**src/rtl/lsu_axi_master_if.sv**
```systemverilog
// AXI4-Lite read/write channel bundle between the load/store unit (master)
// and the memory fabric (slave).
interface lsu_axi_master_if #(
  parameter int ADDR_W = 32,
  parameter int DATA_W = 32
);
  localparam int STRB_W = DATA_W / 8;

  logic              m_arvalid;
  logic              m_arready;
  logic [ADDR_W-1:0] m_araddr;
  logic              m_rvalid;
  logic              m_rready;
  logic [DATA_W-1:0] m_rdata;
  logic [1:0]        m_rresp;
  logic              m_awvalid;
  logic              m_awready;
  logic [ADDR_W-1:0] m_awaddr;
  logic              m_wvalid;
  logic              m_wready;
  logic [DATA_W-1:0] m_wdata;
  logic [STRB_W-1:0] m_wstrb;
  logic              m_bvalid;
  logic              m_bready;
  logic [1:0]        m_bresp;

  modport master (
    output m_arvalid, m_araddr, m_rready,
    output m_awvalid, m_awaddr, m_wvalid, m_wdata, m_wstrb, m_bready,
    input  m_arready, m_rvalid, m_rdata, m_rresp,
    input  m_awready, m_wready, m_bvalid, m_bresp
  );

  modport slave (
    input  m_arvalid, m_araddr, m_rready,
    input  m_awvalid, m_awaddr, m_wvalid, m_wdata, m_wstrb, m_bready,
    output m_arready, m_rvalid, m_rdata, m_rresp,
    output m_awready, m_wready, m_bvalid, m_bresp
  );
endinterface

```
**src/rtl/lsu_axi_master.sv**
```systemverilog
// Load/store unit issuing one AXI4-Lite transaction per core request.
// Optional random issue delay for stall stress: define LSU_DELAY_INJECT_EN.
module lsu_axi_master #(
  parameter int ADDR_W = 32,
  parameter int DATA_W = 32,
  parameter int STRB_W = DATA_W / 8
) (
  input  logic              clk,
  input  logic              rst,
  input  logic              req_valid,
  output logic              req_ready,
  input  logic              req_write,
  input  logic [ADDR_W-1:0] req_addr,
  input  logic [1:0]        req_size,
  input  logic              req_unsigned,
  input  logic [DATA_W-1:0] req_wdata,
  output logic              resp_valid,
  output logic [DATA_W-1:0] resp_rdata,
  output logic              resp_err,
  lsu_axi_master_if.master  m_axi
);

  localparam int OFF_W = $clog2(STRB_W);

  typedef enum logic [2:0] {
    S_IDLE = 3'd0,
    S_AR   = 3'd1,
    S_R    = 3'd2,
    S_AW_W = 3'd3,
    S_B    = 3'd4,
    S_DONE = 3'd5
`ifdef LSU_DELAY_INJECT_EN
    , S_DELAY = 3'd6
`endif
  } state_t;

  state_t            r_state;
  state_t            w_state_nxt;

  logic [ADDR_W-1:0] r_addr;
  logic [1:0]        r_size;
  logic              r_unsigned;
  logic              r_write;
  logic [DATA_W-1:0] r_wdata;

  logic              r_req_ready,  w_req_ready_nxt;
  logic              r_arvalid,    w_arvalid_nxt;
  logic [ADDR_W-1:0] r_araddr,     w_araddr_nxt;
  logic              r_rready,     w_rready_nxt;
  logic              r_awvalid,    w_awvalid_nxt;
  logic [ADDR_W-1:0] r_awaddr,     w_awaddr_nxt;
  logic              r_wvalid,     w_wvalid_nxt;
  logic [DATA_W-1:0] r_m_wdata,    w_m_wdata_nxt;
  logic [STRB_W-1:0] r_wstrb,      w_wstrb_nxt;
  logic              r_bready,     w_bready_nxt;
  logic              r_resp_valid, w_resp_valid_nxt;
  logic [DATA_W-1:0] r_resp_rdata, w_resp_rdata_nxt;
  logic              r_resp_err,   w_resp_err_nxt;

  logic              w_accept;
  logic              w_issue;
  logic              w_aw_pend;
  logic              w_w_pend;
  logic [ADDR_W-1:0] w_cur_addr;
  logic [1:0]        w_cur_size;
  logic              w_cur_write;
  logic [DATA_W-1:0] w_cur_wdata;
  logic [OFF_W-1:0]  w_cur_off;
  logic              w_cur_mis;
  logic [ADDR_W-1:0] w_cur_aligned;
  logic [DATA_W-1:0] w_lane;

`ifdef LSU_DELAY_INJECT_EN
  logic [15:0]       r_lfsr;
  logic [4:0]        r_dcnt;
  logic [4:0]        w_dcnt_nxt;
`endif

  function automatic logic f_misaligned(input logic [ADDR_W-1:0] a, input logic [1:0] s);
    logic m;
    case (s)
      2'd0:    m = 1'b0;
      2'd1:    m = a[0];
      2'd2:    m = |a[1:0];
      2'd3:    m = (DATA_W != 64) || (|a[2:0]);
      default: m = 1'b1;
    endcase
    return m;
  endfunction

  function automatic logic [STRB_W-1:0] f_strb(input logic [OFF_W-1:0] off, input logic [1:0] s);
    logic [7:0]  m;
    logic [15:0] t;
    case (s)
      2'd0:    m = 8'h01;
      2'd1:    m = 8'h03;
      2'd2:    m = 8'h0F;
      2'd3:    m = 8'hFF;
      default: m = 8'h00;
    endcase
    t = {8'h00, m} << off;
    return t[STRB_W-1:0];
  endfunction

  // Keep the access-size bits, then fill the upper bits with zeros or the sign bit.
  function automatic logic [DATA_W-1:0] f_extend(input logic [DATA_W-1:0] lane,
                                                 input logic [1:0] s, input logic uns);
    logic [DATA_W-1:0] mask;
    logic              sgn;
    case (s)
      2'd0:    begin mask = DATA_W'(8'hFF);         sgn = lane[7];  end
      2'd1:    begin mask = DATA_W'(16'hFFFF);      sgn = lane[15]; end
      2'd2:    begin mask = DATA_W'(32'hFFFF_FFFF); sgn = lane[31]; end
      default: begin mask = '1;                     sgn = 1'b0;     end
    endcase
    return (lane & mask) | ((sgn && !uns) ? ~mask : '0);
  endfunction

  assign w_accept      = req_valid && r_req_ready;
  assign w_cur_addr    = (r_state == S_IDLE) ? req_addr  : r_addr;
  assign w_cur_size    = (r_state == S_IDLE) ? req_size  : r_size;
  assign w_cur_write   = (r_state == S_IDLE) ? req_write : r_write;
  assign w_cur_wdata   = (r_state == S_IDLE) ? req_wdata : r_wdata;
  assign w_cur_off     = w_cur_addr[OFF_W-1:0];
  assign w_cur_mis     = f_misaligned(w_cur_addr, w_cur_size);
  assign w_cur_aligned = {w_cur_addr[ADDR_W-1:OFF_W], {OFF_W{1'b0}}};
  assign w_lane        = m_axi.m_rdata >> {r_addr[OFF_W-1:0], 3'b000};

  // Request capture register.
  always_ff @(posedge clk) begin
    if (rst) begin
      r_addr     <= '0;
      r_size     <= 2'd0;
      r_unsigned <= 1'b0;
      r_write    <= 1'b0;
      r_wdata    <= '0;
    end else if (w_accept) begin
      r_addr     <= req_addr;
      r_size     <= req_size;
      r_unsigned <= req_unsigned;
      r_write    <= req_write;
      r_wdata    <= req_wdata;
    end
  end

`ifdef LSU_DELAY_INJECT_EN
  // Free-running LFSR and issue-delay counter.
  always_ff @(posedge clk) begin
    if (rst) begin
      r_lfsr <= 16'hACE1;
      r_dcnt <= 5'd0;
    end else begin
      r_lfsr <= {1'b0, r_lfsr[15:1]} ^ (r_lfsr[0] ? 16'hB400 : 16'h0000);
      r_dcnt <= w_dcnt_nxt;
    end
  end
`endif

  // Next-state and next-output logic.
  always_comb begin
    w_state_nxt      = r_state;
    w_arvalid_nxt    = r_arvalid;
    w_araddr_nxt     = r_araddr;
    w_rready_nxt     = r_rready;
    w_awvalid_nxt    = r_awvalid;
    w_awaddr_nxt     = r_awaddr;
    w_wvalid_nxt     = r_wvalid;
    w_m_wdata_nxt    = r_m_wdata;
    w_wstrb_nxt      = r_wstrb;
    w_bready_nxt     = r_bready;
    w_resp_rdata_nxt = r_resp_rdata;
    w_resp_err_nxt   = r_resp_err;
    w_issue          = 1'b0;
    w_aw_pend        = r_awvalid & ~m_axi.m_awready;
    w_w_pend         = r_wvalid & ~m_axi.m_wready;
`ifdef LSU_DELAY_INJECT_EN
    w_dcnt_nxt       = r_dcnt;
`endif

    case (r_state)
      S_IDLE: begin
        if (w_accept) begin
          if (w_cur_mis) begin
            w_state_nxt      = S_DONE;
            w_resp_err_nxt   = 1'b1;
            w_resp_rdata_nxt = '0;
          end else begin
`ifdef LSU_DELAY_INJECT_EN
            if (r_lfsr[4:0] == 5'd0) begin
              w_issue = 1'b1;
            end else begin
              w_state_nxt = S_DELAY;
              w_dcnt_nxt  = r_lfsr[4:0];
            end
`else
            w_issue = 1'b1;
`endif
          end
        end else begin
          w_state_nxt = S_IDLE;
        end
      end
`ifdef LSU_DELAY_INJECT_EN
      S_DELAY: begin
        if (r_dcnt == 5'd1) begin
          w_issue = 1'b1;
        end else begin
          w_dcnt_nxt = r_dcnt - 5'd1;
        end
      end
`endif
      S_AR: begin
        if (m_axi.m_arready) begin
          w_arvalid_nxt = 1'b0;
          w_rready_nxt  = 1'b1;
          w_state_nxt   = S_R;
        end else begin
          w_state_nxt = S_AR;
        end
      end
      S_R: begin
        if (m_axi.m_rvalid) begin
          w_rready_nxt     = 1'b0;
          w_resp_rdata_nxt = f_extend(w_lane, r_size, r_unsigned);
          w_resp_err_nxt   = (m_axi.m_rresp != 2'b00);
          w_state_nxt      = S_DONE;
        end else begin
          w_state_nxt = S_R;
        end
      end
      S_AW_W: begin
        // Each channel retires on its own ready; move on once neither is pending.
        w_awvalid_nxt = w_aw_pend;
        w_wvalid_nxt  = w_w_pend;
        if (!w_aw_pend && !w_w_pend) begin
          w_bready_nxt = 1'b1;
          w_state_nxt  = S_B;
        end else begin
          w_state_nxt = S_AW_W;
        end
      end
      S_B: begin
        if (m_axi.m_bvalid) begin
          w_bready_nxt     = 1'b0;
          w_resp_rdata_nxt = '0;
          w_resp_err_nxt   = (m_axi.m_bresp != 2'b00);
          w_state_nxt      = S_DONE;
        end else begin
          w_state_nxt = S_B;
        end
      end
      S_DONE: begin
        w_state_nxt = S_IDLE;
      end
      default: begin
        w_state_nxt   = S_IDLE;
        w_arvalid_nxt = 1'b0;
        w_rready_nxt  = 1'b0;
        w_awvalid_nxt = 1'b0;
        w_wvalid_nxt  = 1'b0;
        w_bready_nxt  = 1'b0;
      end
    endcase

    if (w_issue) begin
      if (w_cur_write) begin
        w_state_nxt   = S_AW_W;
        w_awvalid_nxt = 1'b1;
        w_wvalid_nxt  = 1'b1;
        w_awaddr_nxt  = w_cur_aligned;
        w_m_wdata_nxt = w_cur_wdata << {w_cur_off, 3'b000};
        w_wstrb_nxt   = f_strb(w_cur_off, w_cur_size);
      end else begin
        w_state_nxt   = S_AR;
        w_arvalid_nxt = 1'b1;
        w_araddr_nxt  = w_cur_aligned;
      end
    end else begin
      w_state_nxt = w_state_nxt;
    end

    w_resp_valid_nxt = (w_state_nxt == S_DONE);
    w_req_ready_nxt  = (w_state_nxt == S_IDLE);
  end

  // State and registered outputs; reset aborts any transaction in flight.
  always_ff @(posedge clk) begin
    if (rst) begin
      r_state      <= S_IDLE;
      r_req_ready  <= 1'b1;
      r_arvalid    <= 1'b0;
      r_araddr     <= '0;
      r_rready     <= 1'b0;
      r_awvalid    <= 1'b0;
      r_awaddr     <= '0;
      r_wvalid     <= 1'b0;
      r_m_wdata    <= '0;
      r_wstrb      <= '0;
      r_bready     <= 1'b0;
      r_resp_valid <= 1'b0;
      r_resp_rdata <= '0;
      r_resp_err   <= 1'b0;
    end else begin
      r_state      <= w_state_nxt;
      r_req_ready  <= w_req_ready_nxt;
      r_arvalid    <= w_arvalid_nxt;
      r_araddr     <= w_araddr_nxt;
      r_rready     <= w_rready_nxt;
      r_awvalid    <= w_awvalid_nxt;
      r_awaddr     <= w_awaddr_nxt;
      r_wvalid     <= w_wvalid_nxt;
      r_m_wdata    <= w_m_wdata_nxt;
      r_wstrb      <= w_wstrb_nxt;
      r_bready     <= w_bready_nxt;
      r_resp_valid <= w_resp_valid_nxt;
      r_resp_rdata <= w_resp_rdata_nxt;
      r_resp_err   <= w_resp_err_nxt;
    end
  end

  assign req_ready       = r_req_ready;
  assign resp_valid      = r_resp_valid;
  assign resp_rdata      = r_resp_rdata;
  assign resp_err        = r_resp_err;
  assign m_axi.m_arvalid = r_arvalid;
  assign m_axi.m_araddr  = r_araddr;
  assign m_axi.m_rready  = r_rready;
  assign m_axi.m_awvalid = r_awvalid;
  assign m_axi.m_awaddr  = r_awaddr;
  assign m_axi.m_wvalid  = r_wvalid;
  assign m_axi.m_wdata   = r_m_wdata;
  assign m_axi.m_wstrb   = r_wstrb;
  assign m_axi.m_bready  = r_bready;

endmodule

```
**src/flat_wrapper.sv**
```systemverilog
// flat-port wrapper written by rule: the top's interface ports become plain ports
module lsu_axi_master_flat 
#(
  parameter int ADDR_W = 32,
  parameter int DATA_W = 32,
  parameter int STRB_W = DATA_W / 8
)
  (clk, rst, req_valid, req_ready, req_write, req_addr, req_size, req_unsigned, req_wdata, resp_valid, resp_rdata, resp_err, m_axi_m_arvalid, m_axi_m_araddr, m_axi_m_rready, m_axi_m_awvalid, m_axi_m_awaddr, m_axi_m_wvalid, m_axi_m_wdata, m_axi_m_wstrb, m_axi_m_bready, m_axi_m_arready, m_axi_m_rvalid, m_axi_m_rdata, m_axi_m_rresp, m_axi_m_awready, m_axi_m_wready, m_axi_m_bvalid, m_axi_m_bresp);
  lsu_axi_master_if #(.ADDR_W(ADDR_W), .DATA_W(DATA_W)) m_axi_i ();
  input  logic clk;
  input  logic rst;
  input  logic req_valid;
  output logic req_ready;
  input  logic req_write;
  input  logic [ADDR_W-1:0] req_addr;
  input  logic [1:0] req_size;
  input  logic req_unsigned;
  input  logic [DATA_W-1:0] req_wdata;
  output logic resp_valid;
  output logic [DATA_W-1:0] resp_rdata;
  output logic resp_err;
  output wire logic [$bits(m_axi_i.m_arvalid)-1:0] m_axi_m_arvalid;
  output wire logic [$bits(m_axi_i.m_araddr)-1:0] m_axi_m_araddr;
  output wire logic [$bits(m_axi_i.m_rready)-1:0] m_axi_m_rready;
  output wire logic [$bits(m_axi_i.m_awvalid)-1:0] m_axi_m_awvalid;
  output wire logic [$bits(m_axi_i.m_awaddr)-1:0] m_axi_m_awaddr;
  output wire logic [$bits(m_axi_i.m_wvalid)-1:0] m_axi_m_wvalid;
  output wire logic [$bits(m_axi_i.m_wdata)-1:0] m_axi_m_wdata;
  output wire logic [$bits(m_axi_i.m_wstrb)-1:0] m_axi_m_wstrb;
  output wire logic [$bits(m_axi_i.m_bready)-1:0] m_axi_m_bready;
  input wire logic [$bits(m_axi_i.m_arready)-1:0] m_axi_m_arready;
  input wire logic [$bits(m_axi_i.m_rvalid)-1:0] m_axi_m_rvalid;
  input wire logic [$bits(m_axi_i.m_rdata)-1:0] m_axi_m_rdata;
  input wire logic [$bits(m_axi_i.m_rresp)-1:0] m_axi_m_rresp;
  input wire logic [$bits(m_axi_i.m_awready)-1:0] m_axi_m_awready;
  input wire logic [$bits(m_axi_i.m_wready)-1:0] m_axi_m_wready;
  input wire logic [$bits(m_axi_i.m_bvalid)-1:0] m_axi_m_bvalid;
  input wire logic [$bits(m_axi_i.m_bresp)-1:0] m_axi_m_bresp;
  assign m_axi_m_arvalid = m_axi_i.m_arvalid;
  assign m_axi_m_araddr = m_axi_i.m_araddr;
  assign m_axi_m_rready = m_axi_i.m_rready;
  assign m_axi_m_awvalid = m_axi_i.m_awvalid;
  assign m_axi_m_awaddr = m_axi_i.m_awaddr;
  assign m_axi_m_wvalid = m_axi_i.m_wvalid;
  assign m_axi_m_wdata = m_axi_i.m_wdata;
  assign m_axi_m_wstrb = m_axi_i.m_wstrb;
  assign m_axi_m_bready = m_axi_i.m_bready;
  assign m_axi_i.m_arready = m_axi_m_arready;
  assign m_axi_i.m_rvalid = m_axi_m_rvalid;
  assign m_axi_i.m_rdata = m_axi_m_rdata;
  assign m_axi_i.m_rresp = m_axi_m_rresp;
  assign m_axi_i.m_awready = m_axi_m_awready;
  assign m_axi_i.m_wready = m_axi_m_wready;
  assign m_axi_i.m_bvalid = m_axi_m_bvalid;
  assign m_axi_i.m_bresp = m_axi_m_bresp;
  lsu_axi_master #(.ADDR_W(ADDR_W), .DATA_W(DATA_W), .STRB_W(STRB_W)) u_core (.clk(clk), .rst(rst), .req_valid(req_valid), .req_ready(req_ready), .req_write(req_write), .req_addr(req_addr), .req_size(req_size), .req_unsigned(req_unsigned), .req_wdata(req_wdata), .resp_valid(resp_valid), .resp_rdata(resp_rdata), .resp_err(resp_err), .m_axi(m_axi_i));
endmodule
```
**config.mk**
```make
export PLATFORM = sky130hd
export DESIGN_NAME = lsu_axi_master_flat
export DESIGN_NICKNAME = d
export VERILOG_FILES = /design/src/rtl/lsu_axi_master_if.sv /design/src/rtl/lsu_axi_master.sv /design/src/flat_wrapper.sv
export SDC_FILE = /design/constraint.sdc
export NUM_CORES = 1
export LEC_CHECK = 0
export CAP_MARGIN = 20
export CORE_AREA = 2 2 192 100
export DETAILED_ROUTE_END_ITERATION = 6
export DIE_AREA = 0 0 194 102
export PLACE_DENSITY = 0.84
export SYNTH_ARGS = -nofsm -noshare
export SYNTH_HDL_FRONTEND = slang
export SYNTH_SLANG_ARGS = --single-unit
```
**constraint.sdc**
```tcl
create_clock -name clk -period 2.5 [get_ports clk]
set_clock_uncertainty 0.15 [all_clocks]
set_input_delay 0.5 -clock clk [delete_from_list [all_inputs] [get_ports clk]]
set_output_delay 0.5 -clock clk [all_outputs]
set_load 0.03 [all_outputs]
```
==> results of run 1 <==
-- Yosys cell counts (14+ instances only) --
cell type  count
a211oi_1      70
a21oi_1      110
a22o_1        14
buf_2         28
clkbuf_1      48
dfxtp_1      190
mux2i_1       82
nand2_1      189
nor2_1        95
nor2b_1       17
o21ai_0       29
-- cell families (layout without fill, tap and decap cells) --
logic type             count (synthesis)  after routing  share of synthesized area
buffers and inverters                 94            344                     0.0505
flip-flops                           190            190                      0.455
other                                  1              6                   0.000449
AND/OR/NAND/NOR                      346            346                      0.179
multiplexers                          87             87                      0.106
AO/OA/AOI/OAI                        267            267                      0.209
-- final timing paths --
kind	end	slack (ns)
max	u_core.m_axi.m_wdata[13]	0.19
min	u_core.r_wdata[14]	0.30
max reg2reg	u_core.m_axi.m_wdata[8]	0.21
min reg2reg	u_core.r_wdata[14]	0.30
-- metal layers --
layer,wire length (um),global-route usage
met1,12800,0.391
met2,11600,0.399
met3,2520,0.0680
met4,348,0.0629
met5,0,0
-- critical path, delay by kind of cell --
kind / cells / cell delay [ns]
buffers and inverters: 4 / 1.00
AO/OA/AOI/OAI: 3 / 0.73
AND/OR/NAND/NOR: 2 / 0.30
-- registers in the layout (all words and copies together) (netlist names), 2 cells and up --
name and flops:
u_core.m_axi.m_awaddr 30, u_core.r_wdata 16, u_core.m_axi.m_wdata 32, u_core.r_state 3
u_core.r_addr 32, u_core.r_size 2, u_core.resp_rdata 32, u_core.m_axi.m_araddr 30
u_core.m_axi.m_wstrb 4
-- power breakdown --
group          total, mW  switching (mW)  internal (mW)
clock               2.75            1.37           1.38
combinational       3.77            2.23           1.54
sequential          3.58           0.233           3.35
total               10.1            3.83           6.27
-- metrics by stage --
step / setup TNS, ns / instance area (um2)
after detailed placement: -8.32 / 11300
after CTS: 0 / 12000
after global routing: 0 / 12000
final: 0 / 12000
after floorplan: 0 / 8360
after global placement: -4.85 / 11300
-- repair_timing --
| item | CTS | global route |
|---|---|---|
| setup buffers | 0 | 0 |
| resized for setup | 0 | 1 |
| setup endpoints to repair | 0 | 1 |
-- area by class of cell --
type                    instances  area, um2  share of cell area
well taps                     240        300              0.0251
multi-input cells             704       4160               0.348
clock buffers                  18        439              0.0367
inverters                       5       18.8             0.00157
flip-flops and latches        190       3800               0.318
repair buffers                307       3070               0.256
diodes                          2       5.00            0.000418
clock inverters                14        166              0.0139
==> impl_metrics.csv, run 1 <==
group,metric,value,unit
run_status,status,"finished, final reports clean",
clock_tree,cts_tree,"done",
synthesis,synthTopCellsByArea,"dfxtp_1 (46%), mux2i_1 (9.8%), nand2_1 (8.5%), a21oi_1 (6.6%), a211oi_1 (6.3%)",
synthesis,synth_edf_count,0,
timing,relSlewSlack,0.538,
hold_path,hold_path.class,"reg2reg",
run,max_cap_viol_count,0,
timing,period_share,0.923,
floorplan,die_w,194,um
clock_tree,hold_buffers,0,
routing,drt-total-wl,27200,um
worst_setup_path,critPathMaxStageDelay,0.52,ns
global_route,overflow,0,
timing,fmax,433,MHz
worst_setup_path,worstPathRequired,2.72,ns
finish,mostFrequentLayoutCell,"clkdlybuf4s50_1",
floorplan,dieArea,19800,um2
global_route,grt_max_degree,91,
timing,period_needed,2.31,ns
synthesis,synthCells,985,
finish,final_nets,1337,
timing,tightest_slew,0.691,ns
routing,drt_iter0_drc,713,
clock_tree,htreeDepth,4,
finish,syn_to_final_growth,43.2,%
finish,utilization,0.663,
global_route,grt_pass1_wl,42100,um
routing,drc_errors,0,
synthesis,synth_warnings,0,
timing,whs,0.302,ns
worst_setup_path,crit_chain,"clkdlybuf4s50_1 -> buf_4 -> and2_2 -> o2111ai_4 -> buf_12 -> buf_4 -> a2111oi_0 -> a21oi_1 -> nor2_1",
timing,rsz0062_at_grt,"no",
synthesis,ys_async_sr_fraction,0,
power_and_ir_drop,ir_drop,0.514,mV
synthesis,ys_seq_elements,190,
synthesis,syn_area_per_cell,8.48,um2
global_route,grt_pass1_vias,7785,
synthesis,synthFlopType,"dfxtp_1",
clock_tree,path_clk_slew,0.08,ns
worst_setup_path,path_common_cell,"buf_4",
routing,wl_per_cell,18.4,um
finish,drive_gt1_frac,0.0929,
worst_setup_path,r2r_cells,7,
floorplan,ios,252,
global_route,antenna_found_initial,2,
synthesis,synth_area,8350,um2
finish,fin_cells,1480,
place,place.gp.congestion,0.909,
worst_setup_path,slowest_stage,"clkdlybuf4s50_1",
floorplan,fp.dieH,102,um
synthesis,synth_top_area_share,0.455,
place,placed_cells,1446,
place,preCtsSetupSlack,-0.248,ns
floorplan,placementRows,35,
worst_setup_path,reg2reg_from,"u_core.r_state[2]",
routing,via_per_inst,5.56,
timing,slew_viol_final,0,
synthesis,ys_seq_area_frac,0.455,
power_and_ir_drop,p_leak,4.37,nW
hold_path,whs_path_depth,2,
floorplan,core,18000,um2
global_route,grtUsageTotal,0.268,
worst_setup_path,criticalPathCategory,"in2reg",
finish,nFillCells,1473,
hold_path,hp-start,"u_core.r_wdata[14]",
clock_tree,clk-insertion-delay-late,0.42,ns
timing,setup_viol,0,
routing,num_vias,8229,
worst_setup_path,crit_fanout,10,
finish,final_cell_mix,"clkdlybuf4s50_1 (245), dfxtp_1 (189), nand2_1 (188)",
routing,drt_first_pass_iters,5,
worst_setup_path,start_kind,"primary input",
clock_tree,cts_root_buf,"clkbuf_16",
place,portBuffers,247,
worst_setup_path,end_kind,"flip-flop",
synthesis,yosysTopAreaCell,"dfxtp_1",
place,dp_hpwl,19700,um
timing,fin_ws,0.193,ns
floorplan,start_util,0.463,
synthesis,synth_cell_types,48,
worst_setup_path,setup.worst_path.start,"req_valid",
clock_tree,cts_made_buffers,17,
power_and_ir_drop,p_per_area,845,nW/um2
clock_tree,cts_sinks,190,
clock_tree,clockBufferDepth,2,
routing,ant_nets,0,
worst_setup_path,crit_arrival,2.53,ns
timing,finalHoldViolCount,0,
power_and_ir_drop,design_power_total,10.1,mW
Power figures use the tool's default switching activity.
==> inputs of run 2 (changes only) <==
--- a/config.mk
+++ b/config.mk
@@ -9,6 +9,7 @@
 export CORE_AREA = 2 2 192 100
 export DETAILED_ROUTE_END_ITERATION = 6
 export DIE_AREA = 0 0 194 102
+export HOLD_SLACK_MARGIN = 0.03
 export PLACE_DENSITY = 0.84
 export SYNTH_ARGS = -nofsm -noshare
 export SYNTH_HDL_FRONTEND = slang
==> results of run 2 <==
Final layout, timing and power as in run 1 (identical DEF).
==> inputs of run 3 (changes only) <==
--- a/config.mk
+++ b/config.mk
@@ -6,11 +6,12 @@
 export NUM_CORES = 1
 export LEC_CHECK = 0
 export CAP_MARGIN = 20
-export CORE_AREA = 2 2 192 100
+export CORE_AREA = 2 2 170 89
 export DETAILED_ROUTE_END_ITERATION = 6
-export DIE_AREA = 0 0 194 102
+export DIE_AREA = 0 0 172 91
+export DONT_BUFFER_PORTS = 1
 export HOLD_SLACK_MARGIN = 0.03
-export PLACE_DENSITY = 0.84
+export PLACE_DENSITY = 0.8
 export SYNTH_ARGS = -nofsm -noshare
 export SYNTH_HDL_FRONTEND = slang
 export SYNTH_SLANG_ARGS = --single-unit
==> impl_metrics.csv, run 3 (synthesis gave the netlist of run 1 again) <==
group,metric,value,unit
timing,rsz0062_at_grt,"no",
power_and_ir_drop,internal-power,5.94,mW
power_and_ir_drop,comb_power_share,0.301,
hold_path,whs_path_depth,1,
finish,utilization,0.693,
routing,ant_nets,0,
timing,slew_viol_final,0,
timing,setup_viol,0,
place,place.gp.congestion,0.881,
place,dpl_cell_area,8490,um2
routing,drt_iter0_drc,719,
global_route,antenna_found_initial,0,
worst_setup_path,crit_arrival,2.56,ns
floorplan,start_util,0.592,
routing,drt-total-wl,24000,um
clock_tree,htreeDepth,4,
worst_setup_path,r2r_cells,7,
hold_path,hold_path.class,"in2reg",
floorplan,die_w,172,um
timing,fmax,416,MHz
routing,wl_per_cell,19.6,um
timing,finalHoldViolCount,0,
global_route,grt_max_degree,173,
global_route,overflow,0,
routing,num_vias,7416,
clock_tree,cts_made_buffers,17,
floorplan,placementRows,31,
clock_tree,hold_buffers,60,
routing,drc_errors,0,
clock_tree,clk-insertion-delay-late,0.41,ns
worst_setup_path,crit_fanout,10,
run_status,status,"finished, final reports clean",
power_and_ir_drop,p_leak,3.71,nW
clock_tree,cts_sinks,190,
place,portBuffers,0,
power_and_ir_drop,pwr-share-seq,0.414,
timing,fin_ws,0.0958,ns
power_and_ir_drop,power.net_switching,3.62,mW
global_route,grt_pass1_vias,6713,
place,preCtsSetupSlack,0.215,ns
global_route,grtUsageTotal,0.294,
finish,final_cell_mix,"nand2_1 (188), dfxtp_1 (188), a21oi_1 (110)",
power_and_ir_drop,swShare,0.379,
power_and_ir_drop,p_per_area,977,nW/um2
timing,tightest_slew,0.739,ns
clock_tree,path_clk_slew,0.08,ns
power_and_ir_drop,ir_drop,0.574,mV
place,dp_hpwl,15600,um
routing,drt_first_pass_iters,5,
finish,fin_cells,1226,
global_route,grt_pass1_wl,36400,um
finish,final_nets,1127,
floorplan,core,14100,um2
power_and_ir_drop,clockPowerShare,0.285,
clock_tree,cts_tree,"done",
finish,finalInstanceArea,9790,um2
timing,period_share,0.962,
finish,syn_to_final_growth,17.2,%
floorplan,ios,252,
floorplan,fp.dieH,91,um
routing,via_per_inst,6.05,
timing,relSlewSlack,0.505,
worst_setup_path,criticalPathCategory,"reg2reg",
clock_tree,cts_root_buf,"clkbuf_16",
timing,finalSetupTns,0,ns
place,placed_cells,1127,
worst_setup_path,start_kind,"flip-flop",
worst_setup_path,end_kind,"flip-flop",
finish,num_antenna_cells,0,
timing,period_needed,2.40,ns
worst_setup_path,worstPathRequired,2.66,ns
finish,nFillCells,1189,
clock_tree,clockBufferDepth,2,
floorplan,dieArea,15700,um2
run,max_cap_viol_count,0,
finish,drive_gt1_frac,0.0905,
[run 3: power by group through the flow]
stage | clock network (mW) | logic (mW) | registers, mW
6_report | 2.72 | 2.87 | 3.96
3_3_place_gp | 0 | 2.49 | 4.02
3_5_place_dp | 0 | 2.53 | 4.03
5_1_grt | 2.89 | 3.15 | 4.00
2_1_floorplan | 0 | 2.01 | 3.94
4_1_cts | 2.76 | 2.72 | 3.96
[run 3: path summary, 6_finish.rpt]
kind / startpoint / endpoint / slack [ns]
max reg2reg: u_core.r_state[2] / u_core.r_state[0] / 0.1
min: rst / u_core.m_axi.m_awaddr[31] / 0.02
min reg2reg: u_core.r_wdata[0] / u_core.m_axi.m_wdata[0] / 0.41
max: u_core.r_state[2] / u_core.r_state[0] / 0.1
[run 3: metal layers]
| layer | up-vias | part of all wire | GRT usage |
|---|---|---|---|
| met1 | 3480 | 0.44 | 0.410 |
| met3 | 26 | 0.13 | 0.122 |
| met4 | 0 | 0.0065 | 0.0525 |
| met2 | 384 | 0.42 | 0.428 |
| met5 | - | 0 | 0 |
| li1 | 3526 | - | - |
[run 3: final cells by class]
cell class                      instances  area (um2)  share of cell area
Clock buffer                           18         439              0.0449
Clock inverter                         14         168              0.0171
Inverter                                5        18.8             0.00192
Multi-Input combinational cell        704        4170               0.426
Sequential cell                       190        3810               0.389
Tap cell                              198         248              0.0253
Timing Repair Buffer                   97         941              0.0962
[run 3: what timing repair did]
action,in CTS,in global routing
endpoints found under the setup margin,0,3
resized for setup,0,4
hold endpoints to repair,165,101
setup buffers,0,5
[run 3: per-stage QoR]
stage                     total power, mW  hold slack, ns
after floorplan                      5.95           0.282
after global placement               6.51           0.283
after detailed placement             6.56           0.288
after CTS                            9.44        -0.00877
after global routing                 10.0         -0.0156
final                                9.56          0.0168
[run 3: critical path: stages (launching register included)]
cell,delay [ns]
dfxtp_1,0.40
buf_4,0.21
a211oi_1,0.38
a2111oi_4,0.11
buf_4,0.16
a21oi_1,0.25
nor2_1,0.07
dlygate4sd3_1,0.56
